## src/rtl/coffee_pkg.sv

```systemverilog
`default_nettype none
// +------------------------------------------------------------------+
// | coffee_pkg                                                       |
// | Shared source indices and arbiter state encoding for the         |
// | coffee maker display path.                                       |
// | Rev 1.0 - initial release                                        |
// +------------------------------------------------------------------+
package coffee_pkg;

  localparam int N_SRC    = 3;
  localparam int SRC_ERR  = 0;
  localparam int SRC_BREW = 1;
  localparam int SRC_MENU = 2;

  typedef enum logic [1:0] {
    ST_IDLE = 2'd0,
    ST_HOLD = 2'd1,
    ST_OPEN = 2'd2
  } arb_state_t;

endpackage
`default_nettype wire

```

## src/rtl/display_arbiter_if.sv

```systemverilog
`default_nettype none
// +------------------------------------------------------------------+
// | display_arbiter_if                                               |
// | Request/value bundle from the control logic and the arbitrated   |
// | display value toward seven_segment.                              |
// | Rev 1.0 - initial release                                        |
// +------------------------------------------------------------------+
interface display_arbiter_if;
  import coffee_pkg::*;

  logic [N_SRC-1:0] req;
  logic [3:0]       val0;
  logic [3:0]       val1;
  logic [3:0]       val2;
  logic [N_SRC-1:0] gnt;
  logic [3:0]       disp_val;
  logic             disp_blank;

  // Control side: raises requests and supplies values
  modport master (
    output req, val0, val1, val2,
    input  gnt, disp_val, disp_blank
  );

  // Arbiter side
  modport slave (
    input  req, val0, val1, val2,
    output gnt, disp_val, disp_blank
  );

endinterface
`default_nettype wire

```

## src/rtl/display_arbiter_hold_timer.sv

```systemverilog
`default_nettype none
// +------------------------------------------------------------------+
// | hold_timer                                                       |
// | Loadable down counter that saturates at zero; expired is high    |
// | while the count is zero.                                         |
// | Rev 1.0 - initial release                                        |
// +------------------------------------------------------------------+
module hold_timer #(
  parameter int HOLD_CYCLES = 25_000_000,
  parameter int CNT_W       = $clog2(HOLD_CYCLES)
) (
  input  logic clk,
  input  logic rst,
  input  logic load,
  output logic expired
);

  localparam logic [CNT_W-1:0] RELOAD = CNT_W'(HOLD_CYCLES - 1);

  logic [CNT_W-1:0] cnt;

  // Reload on a new grant, otherwise count down and stop at zero
  always_ff @(posedge clk or posedge rst) begin
    if (rst) begin
      cnt <= '0;
    end else if (load) begin
      cnt <= RELOAD;
    end else if (cnt != '0) begin
      cnt <= cnt - CNT_W'(1);
    end
  end

  assign expired = (cnt == '0);

endmodule
`default_nettype wire

```

## src/rtl/display_arbiter.sv

```systemverilog
`default_nettype none
// +------------------------------------------------------------------+
// | display_arbiter                                                  |
// | Fixed-priority arbiter (error > brew > menu) for the shared       |
// | seven-segment display, with a minimum hold on non-error grants.  |
// | Rev 1.0 - initial release                                        |
// +------------------------------------------------------------------+
module display_arbiter
  import coffee_pkg::*;
#(
  parameter int HOLD_CYCLES = 25_000_000,
  parameter int CNT_W       = $clog2(HOLD_CYCLES)
) (
  input  logic                clk,
  input  logic                rst,
  display_arbiter_if.slave    bus
);

  arb_state_t       state;
  arb_state_t       nxt_state;
  logic [N_SRC-1:0] cur_gnt;
  logic [N_SRC-1:0] nxt_gnt;
  logic [3:0]       cur_val;
  logic [3:0]       nxt_val;
  logic             cur_blank;
  logic             load;
  logic             expired;
  logic [N_SRC-1:0] lowest;
  logic             held;
  logic             lower_pending;

  hold_timer #(
    .HOLD_CYCLES (HOLD_CYCLES),
    .CNT_W       (CNT_W)
  ) u_hold_timer (
    .clk     (clk),
    .rst     (rst),
    .load    (load),
    .expired (expired)
  );

  // Priority encoder: isolate the lowest set request bit
  assign lowest = bus.req & (~bus.req + 3'd1);
  assign held   = |(bus.req & cur_gnt);
  // For a one-hot grant, gnt-1 masks every index below it
  assign lower_pending = |(bus.req & (cur_gnt - 3'd1));

  // Next-grant arbitration; any change of grant reloads the hold timer
  always_comb begin
    nxt_state = state;
    nxt_gnt   = cur_gnt;
    load      = 1'b0;
    case (state)
      ST_IDLE: begin
        if (|bus.req) begin
          nxt_gnt   = lowest;
          nxt_state = ST_HOLD;
          load      = 1'b1;
        end
      end
      ST_HOLD, ST_OPEN: begin
        if (!held) begin
          // Release: hand straight over to the next pending source
          if (|bus.req) begin
            nxt_gnt   = lowest;
            nxt_state = ST_HOLD;
            load      = 1'b1;
          end else begin
            nxt_gnt   = '0;
            nxt_state = ST_IDLE;
          end
        end else if (bus.req[SRC_ERR] && !cur_gnt[SRC_ERR]) begin
          // Errors ignore the hold timer
          nxt_gnt   = 3'b001;
          nxt_state = ST_HOLD;
          load      = 1'b1;
        end else if (state == ST_OPEN || expired) begin
          // Hold done: the edge where the count is zero already acts as OPEN
          if (lower_pending) begin
            nxt_gnt   = lowest;
            nxt_state = ST_HOLD;
            load      = 1'b1;
          end else begin
            nxt_state = ST_OPEN;
          end
        end
      end
      default: begin
        nxt_gnt   = '0;
        nxt_state = ST_IDLE;
      end
    endcase
  end

  // Value mux driven by the next grant so grant and value move together
  always_comb begin
    nxt_val = 4'd0;
    if (nxt_gnt[SRC_ERR])       nxt_val = bus.val0;
    else if (nxt_gnt[SRC_BREW]) nxt_val = bus.val1;
    else if (nxt_gnt[SRC_MENU]) nxt_val = bus.val2;
  end

  // State and registered outputs
  always_ff @(posedge clk or posedge rst) begin
    if (rst) begin
      state     <= ST_IDLE;
      cur_gnt   <= '0;
      cur_val   <= 4'd0;
      cur_blank <= 1'b1;
    end else begin
      state     <= nxt_state;
      cur_gnt   <= nxt_gnt;
      cur_val   <= nxt_val;
      cur_blank <= (nxt_gnt == '0);
    end
  end

  assign bus.gnt        = cur_gnt;
  assign bus.disp_val   = cur_val;
  assign bus.disp_blank = cur_blank;

endmodule
`default_nettype wire

```

## src/flat_wrapper.sv

```systemverilog
// flat-port wrapper written by rule: the top's interface ports become plain ports
module display_arbiter_flat import coffee_pkg::*;
#(
  parameter int HOLD_CYCLES = 25_000_000,
  parameter int CNT_W       = $clog2(HOLD_CYCLES)
)
  (clk, rst, bus_req, bus_val0, bus_val1, bus_val2, bus_gnt, bus_disp_val, bus_disp_blank);
  display_arbiter_if bus_i ();
  input  logic clk;
  input  logic rst;
  input wire logic [$bits(bus_i.req)-1:0] bus_req;
  input wire logic [$bits(bus_i.val0)-1:0] bus_val0;
  input wire logic [$bits(bus_i.val1)-1:0] bus_val1;
  input wire logic [$bits(bus_i.val2)-1:0] bus_val2;
  output wire logic [$bits(bus_i.gnt)-1:0] bus_gnt;
  output wire logic [$bits(bus_i.disp_val)-1:0] bus_disp_val;
  output wire logic [$bits(bus_i.disp_blank)-1:0] bus_disp_blank;
  assign bus_i.req = bus_req;
  assign bus_i.val0 = bus_val0;
  assign bus_i.val1 = bus_val1;
  assign bus_i.val2 = bus_val2;
  assign bus_gnt = bus_i.gnt;
  assign bus_disp_val = bus_i.disp_val;
  assign bus_disp_blank = bus_i.disp_blank;
  display_arbiter #(.HOLD_CYCLES(HOLD_CYCLES), .CNT_W(CNT_W)) u_core (.clk(clk), .rst(rst), .bus(bus_i));
endmodule
```

## config.mk

```make
export PLATFORM = sky130hd
export DESIGN_NAME = display_arbiter_flat
export DESIGN_NICKNAME = d
export VERILOG_FILES = /design/src/rtl/coffee_pkg.sv /design/src/rtl/display_arbiter_if.sv /design/src/rtl/display_arbiter_hold_timer.sv /design/src/rtl/display_arbiter.sv /design/src/flat_wrapper.sv
export SDC_FILE = /design/constraint.sdc
export NUM_CORES = 1
export LEC_CHECK = 0
export ABC_AREA = 1
export BUFFER_PORTS_ARGS = -buffer_cell sky130_fd_sc_hd__buf_4
export CAP_MARGIN = 25
export CORE_MARGIN = 5
export CORE_UTILIZATION = 45
export DETAILED_ROUTE_END_ITERATION = 10
export PLACE_DENSITY = 0.74
export SLEW_MARGIN = 20
export SYNTH_ARGS = -nofsm -noshare
export SYNTH_HDL_FRONTEND = slang
export SYNTH_HIERARCHICAL = 1
export SYNTH_SLANG_ARGS = --single-unit
```

## constraint.sdc

```tcl
create_clock -name clk -period 5.84 [get_ports clk]
set_clock_uncertainty 0.15 [all_clocks]
set_input_delay 1.752 -clock clk [delete_from_list [all_inputs] [get_ports clk]]
set_output_delay 1.752 -clock clk [all_outputs]
set_load 0.1 [all_outputs]
```

== Yosys cells after proc, flatten, opt, wreduce, memory -nomap -nowiden ==
Index checks and enable logic that the tools add are counted.

* Register bits after elaboration: 35
* Input port bits: 17
* Output and inout bits: 8
* Logic and storage cells: 54

* $add $sub $neg: 3
* Equal/unequal tests: 4
* Muxes and demuxes: 25
* Bitwise logic cells: 4
* Reduce and logical (&&, ||, !) cells: 13

{| class="wikitable"
|+ Operators with widths
! kind !! number
|-
| two-way mux 25 bit || 2
|-
| logical NOT 25 bit || 1
|-
| nonzero test 25 bit || 1
|-
| subtractor 25 x 1 -> 25 bit (second input constant) || 1
|-
| two-way mux 3 bit || 6
|-
| two-way mux 4 bit || 3
|-
| two-way mux 2 bit || 5
|-
| AND 3 bit || 3
|-
| OR reduction 3 bit || 3
|-
| two-way mux 1 bit || 6
|-
| case mux 3 bit (2 select lines) || 1
|-
| inequality test 4 bit (second input constant) || 1
|-
| case mux 2 bit (2 select lines) || 1
|-
| adder 3 x 1 -> 3 bit (second input constant) || 1
|-
| logical NOT 3 bit || 1
|-
| NOT 3 bit || 1
|-
| subtractor 3 x 1 -> 3 bit (second input constant) || 1
|-
| equality test 2 x 1 -> 1 bit (second input constant) || 1
|-
| equality test 2 bit (second input constant) || 1
|-
| logical NOT 2 bit || 1
|-
| inequality test 2 x 1 -> 1 bit (second input constant) || 1
|-
| case mux 1 bit (2 select lines) || 1
|-
| AND reduction 2 bit || 1
|-
| nonzero test 2 bit || 1
|-
| 4 further kinds || 4
|}

== Depth between registers and ports, before layout ==
* Depth after elaboration: 11
* Mapped depth: 17
* Mapped depth without buffers: 17

== Cells and area by module ==
Netlist, hierarchy kept.

{| class="wikitable"
|+ By module, submodules not included
! module !! instances !! cells each !! area an instance (um2) !! seq. area each (um2)
|-
| hold_timer || 1 || 226 || 1,590.3 || 625.6
|-
| display_arbiter || 1 || 118 || 768.2 || 251.5
|}

== Least setup slack after synthesis ==
OpenSTA, ideal clock, no wires.

* Path type: input to register
* Start point: input port bus_req[2]
* End point: register u_core.u_hold_timer.cnt[6]
* Setup time: 0.115 ns
* Data arrival time: 3.158 ns
* Data required time: 5.575 ns
* Setup slack: 2.416 ns
* Stages on the path: 9
* Buffers on the path: 1
* Cell sequence: nand2_1 nand3_2 nand2_1 a21oi_1 o31ai_1 inv_1 clkbuf_1 nand4_1 inv_1

* Longest elaborated chain between the ends: 8
* Elaborated cells between the ends (all ways): 13
* Those cells by class: mux (7); bitwise (2); reduce/logical (4)

{| class="wikitable"
|+ Ends and longest elaborated chain
! element !! line !! source
|-
| from (decl) || flat_wrapper.sv:11 || <nowiki>input wire logic [$bits(bus_i.req)-1:0] bus_req;</nowiki>
|-
| AND 3 bit || display_arbiter.sv:46 || <nowiki>assign lower_pending = |(bus.req & (cur_gnt - 3'd1));</nowiki>
|-
| OR reduction 3 bit || display_arbiter.sv:46 ||
|-
| two-way mux 1 bit || display_arbiter.sv:79 || <nowiki>if (lower_pending) begin</nowiki>
|-
| two-way mux 1 bit || display_arbiter.sv:77 || <nowiki>end else if (state == ST_OPEN || expired) begin</nowiki>
|-
| two-way mux 1 bit || display_arbiter.sv:72 || <nowiki>end else if (bus.req[SRC_ERR] && !cur_gnt[SRC_ERR]) begin</nowiki>
|-
| two-way mux 1 bit || display_arbiter.sv:62 || <nowiki>if (!held) begin</nowiki>
|-
| case mux 1 bit (2 select lines) * || display_arbiter.sv:53 || <nowiki>case (state)</nowiki>
|-
| net u_core.load || display_arbiter.sv:26 || <nowiki>logic load;</nowiki>
|-
| two-way mux 25 bit or nonzero test 2 bit (tied branches) || n/a ||
|-
| to (signal assigned) || display_arbiter_hold_timer.sv:29 || <nowiki>cnt <= cnt - CNT_W'(1);</nowiki>
|-
| to (decl) || display_arbiter_hold_timer.sv:20 || <nowiki>logic [CNT_W-1:0] cnt;</nowiki>
|}

Mark *: on every way through the listed nets, which the timed path passes. The rest lies on a longest branch.
A chain may end at the register's enable or synchronous reset.

== Final worst setup path ==
* Start point: input port bus_req[0]
* End point: register u_core.u_hold_timer.cnt[11]

The elaborated chain is that of the path after synthesis.

==> impl_results.md <==
* Routability cong. at 0.910
* Hold slack at 354 ps
* Die X at 82.4 um
* Area grow syn2layout at 16.7%
* Post-synth top area share at 36.1%
* Multiplexer share of the synthesized area at 0%
* Mapped Cells at 344
* CP required at 5880 ps
* Register bit total from synthesis at 35
* Post-Synth XOR/XNOR Area at 0.743%
* Worst path slowest cell: inv_1
* Post-synth EDFFs at 0
* Drt via density at 4.96
* Yosys warns at 6
* Tmin final at 3210 ps
* Tot GR Track Use at 18.5%
* Starting DRT DRC Count at 138
* Syn Std Cell Area at 2360 um^2
* Crit path from: bus_req[0]
* Pin count of the biggest net entering global routing at 26
* WL/cell at 12.2 um
* PortBufs at 24
* H-tree Lvls at 2
* Die Y at 82.4 um
* Residual DRC at 0
* Slew headroom at 70.7%
* Leak at 1.34 nW
* CTS buffer count at 5
* I/O pin count at 25
* Std cell rows at 26
* Crit start category: primary input
* Initial Utilization at 46.2%
* Slew @ Worst Pin at 437 ps
* CTS Hold Buffers Added at 0
* Post_cts resized at 0
* Worst min path class: reg2reg
* Setup slack, reg-to-reg at 3070 ps
* Layout Utilization at 53.9%
* Post-synthesis compound-gate area fraction at 7.53%
* Maximum vdd drop at 0.378 mV
* Setup Crit Path Kind: in2reg
* Endpoints failing hold at 0
* Top post-synthesis cells by area: dfrtp_1 36%, nand2_1 12%, nor2_1 9.9%
* Die ar. at 6790 um^2
* Fill cell count at 512
* Worst Path Max Fanout at 15
* Ys async rst share at 100%
* Clk slew on worst S/H paths at 80 ps
* HP Start: u_core/u_hold_timer/cnt[21]
* TritonCTS Sinks at 35
* Setup-failing EPs final at 0
* Total Nets Final at 397
* Max-Cap Viols at 0
* Clock Root Buffer: clkbuf_8
* Worst setup EP type: flop
* Mapped Nets at 367
* First-pass GRT wire length at 9690 um
* CP Buf/Inv Count at 6
* Dpl hpwl at 4220 um
* Crit share post-route at 54.9%
* Grt ovf at 0
* Post-DRT Antenna Nets at 0
* Adder-Cell Fraction of Synth Area at 3.18%
* Post-synth top area cell: dfrtp_1
* Placement Setup Slack at 2360 ps
* Layout cells sized above 1 at 19.7%
* Vias post-DR at 2208
* CTS tree: done
* Crit-path max cell delay at 320 ps
* Vias in the first global route at 2202
* Slew Limit Fails at 0
* Register area share after synthesis at 37.2%
* Status: completed
* Distinct cells, synth at 32
* Syn avg cell area at 6.86 um^2
* RSZ-0062 raised after global routing: false
* Max Root-Sink Buffers at 2
* Initial antenna violation count at 0
* Synth Area in Simple Gates at 42.2%
* Largest family of logic cells by synthesized area: simple AND/OR/NAND/NOR gates
* CP delay by family, top: buffers and inverters
* Detailed Routing Iterations Pass 1 at 4
* Placeable Area at 5110 um^2
* Fmax at 0.312 GHz
* Final WS setup at 2630 ps
* Worst EP arrival at 3250 ps
* Clock Latency Late Sink at 290 ps
* Ys flop type: dfrtp_1
* RR Startpoint: u_core/u_hold_timer/cnt[10]
* WL final at 5410 um
* Cell Chain, Critical Path: buf_4 -> inv_1 -> nand2_1 -> nor2_1 -> inv_2 -> nand2_1 -> o31ai_2 -> buf_4 -> inv_1 -> nand3_1 -> nand2_1 -> inv_1
* Inserted Diodes at 0
* Post-Route Setup TNS at 0 ps
* Power Density at 422 nW/um^2
* Setup Fix Bufs, Post-CTS at 0
[synthesized netlist by cell type, drive strengths merged (2+ instances only)]
| master | number |
|---|---|
| nand2 | 88 |
| a21o | 2 |
| inv | 50 |
| clkbuf | 2 |
| dfrtp | 34 |
| nand3 | 36 |
| nor2 | 75 |
| clkinv | 2 |
| ha | 6 |
| nand3b | 3 |
| xor2 | 2 |
| a21oi | 12 |
| o21ai | 15 |
| nor3 | 4 |
| nand4 | 7 |
[sequential cells by signal, indices dropped and copies added, names as in the netlist]
| register | cells |
|---|---|
| u_core/bus.disp_val | 4 |
| u_core/bus.gnt | 3 |
| u_core/bus.disp_blank | 1 |
| u_core/u_hold_timer/cnt | 25 |
| u_core/state | 2 |
[cells in the final DEF, fill, tap and decap left out, types with 2 or more instances in the layout]
| cell type | instances |
|---|---|
| inv_2 | 7 |
| nand3_1 | 33 |
| nand2_2 | 7 |
| nor2_1 | 62 |
| nand3b_1 | 3 |
| o21ai_1 | 4 |
| clkbuf_8 | 5 |
| ha_1 | 6 |
| o21ai_2 | 2 |
| dfrtp_1 | 34 |
| nand3_2 | 2 |
| a21o_1 | 2 |
| buf_4 | 25 |
| xor2_1 | 2 |
| o21ai_0 | 9 |
| nand2_1 | 78 |
| nor2_2 | 11 |
| nand2_4 | 3 |
| clkinv_1 | 2 |
| nor3_1 | 4 |
| a21oi_1 | 11 |
| inv_1 | 42 |
| nand4_1 | 7 |
| nor2_4 | 2 |
[metal layers]
layer,wire length [um],global-route usage (%)
met3,324,4.34
met2,2480,30.7
met1,2540,23.9
met5,0,0
met4,59,5.15
[cells by family after synthesis]
family,Yosys count
fa+ha+maj,6
flops,35
simple gates,215
compound gates,31
xor+xnor,2
buf+inv,55
[path summary, 6_finish.rpt]
path | to | depth (start not counted)
min in group asynchronous | u_core/u_hold_timer/cnt[14] | 2
max in group asynchronous | u_core/u_hold_timer/cnt[12] | 3
hold / removal | u_core/u_hold_timer/cnt[21] | 1
setup reg to reg | u_core/u_hold_timer/cnt[10] | 14
hold reg to reg | u_core/u_hold_timer/cnt[21] | 1
setup / recovery | u_core/u_hold_timer/cnt[11] | 12
[worst register-to-register path, cell delays in order (launching register included)]
cell and delay [ps]:
dfrtp_1 430, nor2_2 160, nand2_1 140, nor2_4 190
nand3_4 220, clkinv_2 160, nor2_1 70, inv_1 110
a21oi_1 90, o31ai_2 170, buf_4 260, inv_1 230
nand2_4 170, inv_2 70, nor2_1 100
[layout make-up]
type | instances | area (um^2) | area share [%]
Inverter | 52 | 196 | 7.14
Sequential cell | 35 | 877 | 31.9
Multi-Input combinational cell | 254 | 1270 | 46.2
Clock inverter | 3 | 47.5 | 1.73
Clock buffer | 5 | 68.8 | 2.50
Tap cell | 70 | 87.6 | 3.18
Timing Repair Buffer | 26 | 203 | 7.37
[through the flow]
step	total power [mW]	std cells	cell area (um^2)
6_report	1.16	445	2750
5_1_grt	1.24	445	2750
4_1_cts	1.17	444	2740
3_5_place_dp	0.938	436	2620
3_3_place_gp	0.930	436	2620
2_1_floorplan	0.800	344	2360
[report_power, final]
part	total (mW)	switching, mW	internal, mW
Combinational	0.624	0.470	0.154
Sequential	0.312	0.0253	0.286
Clock	0.226	0.0964	0.129
No activity file was read; power rests on OpenSTA's default activity.
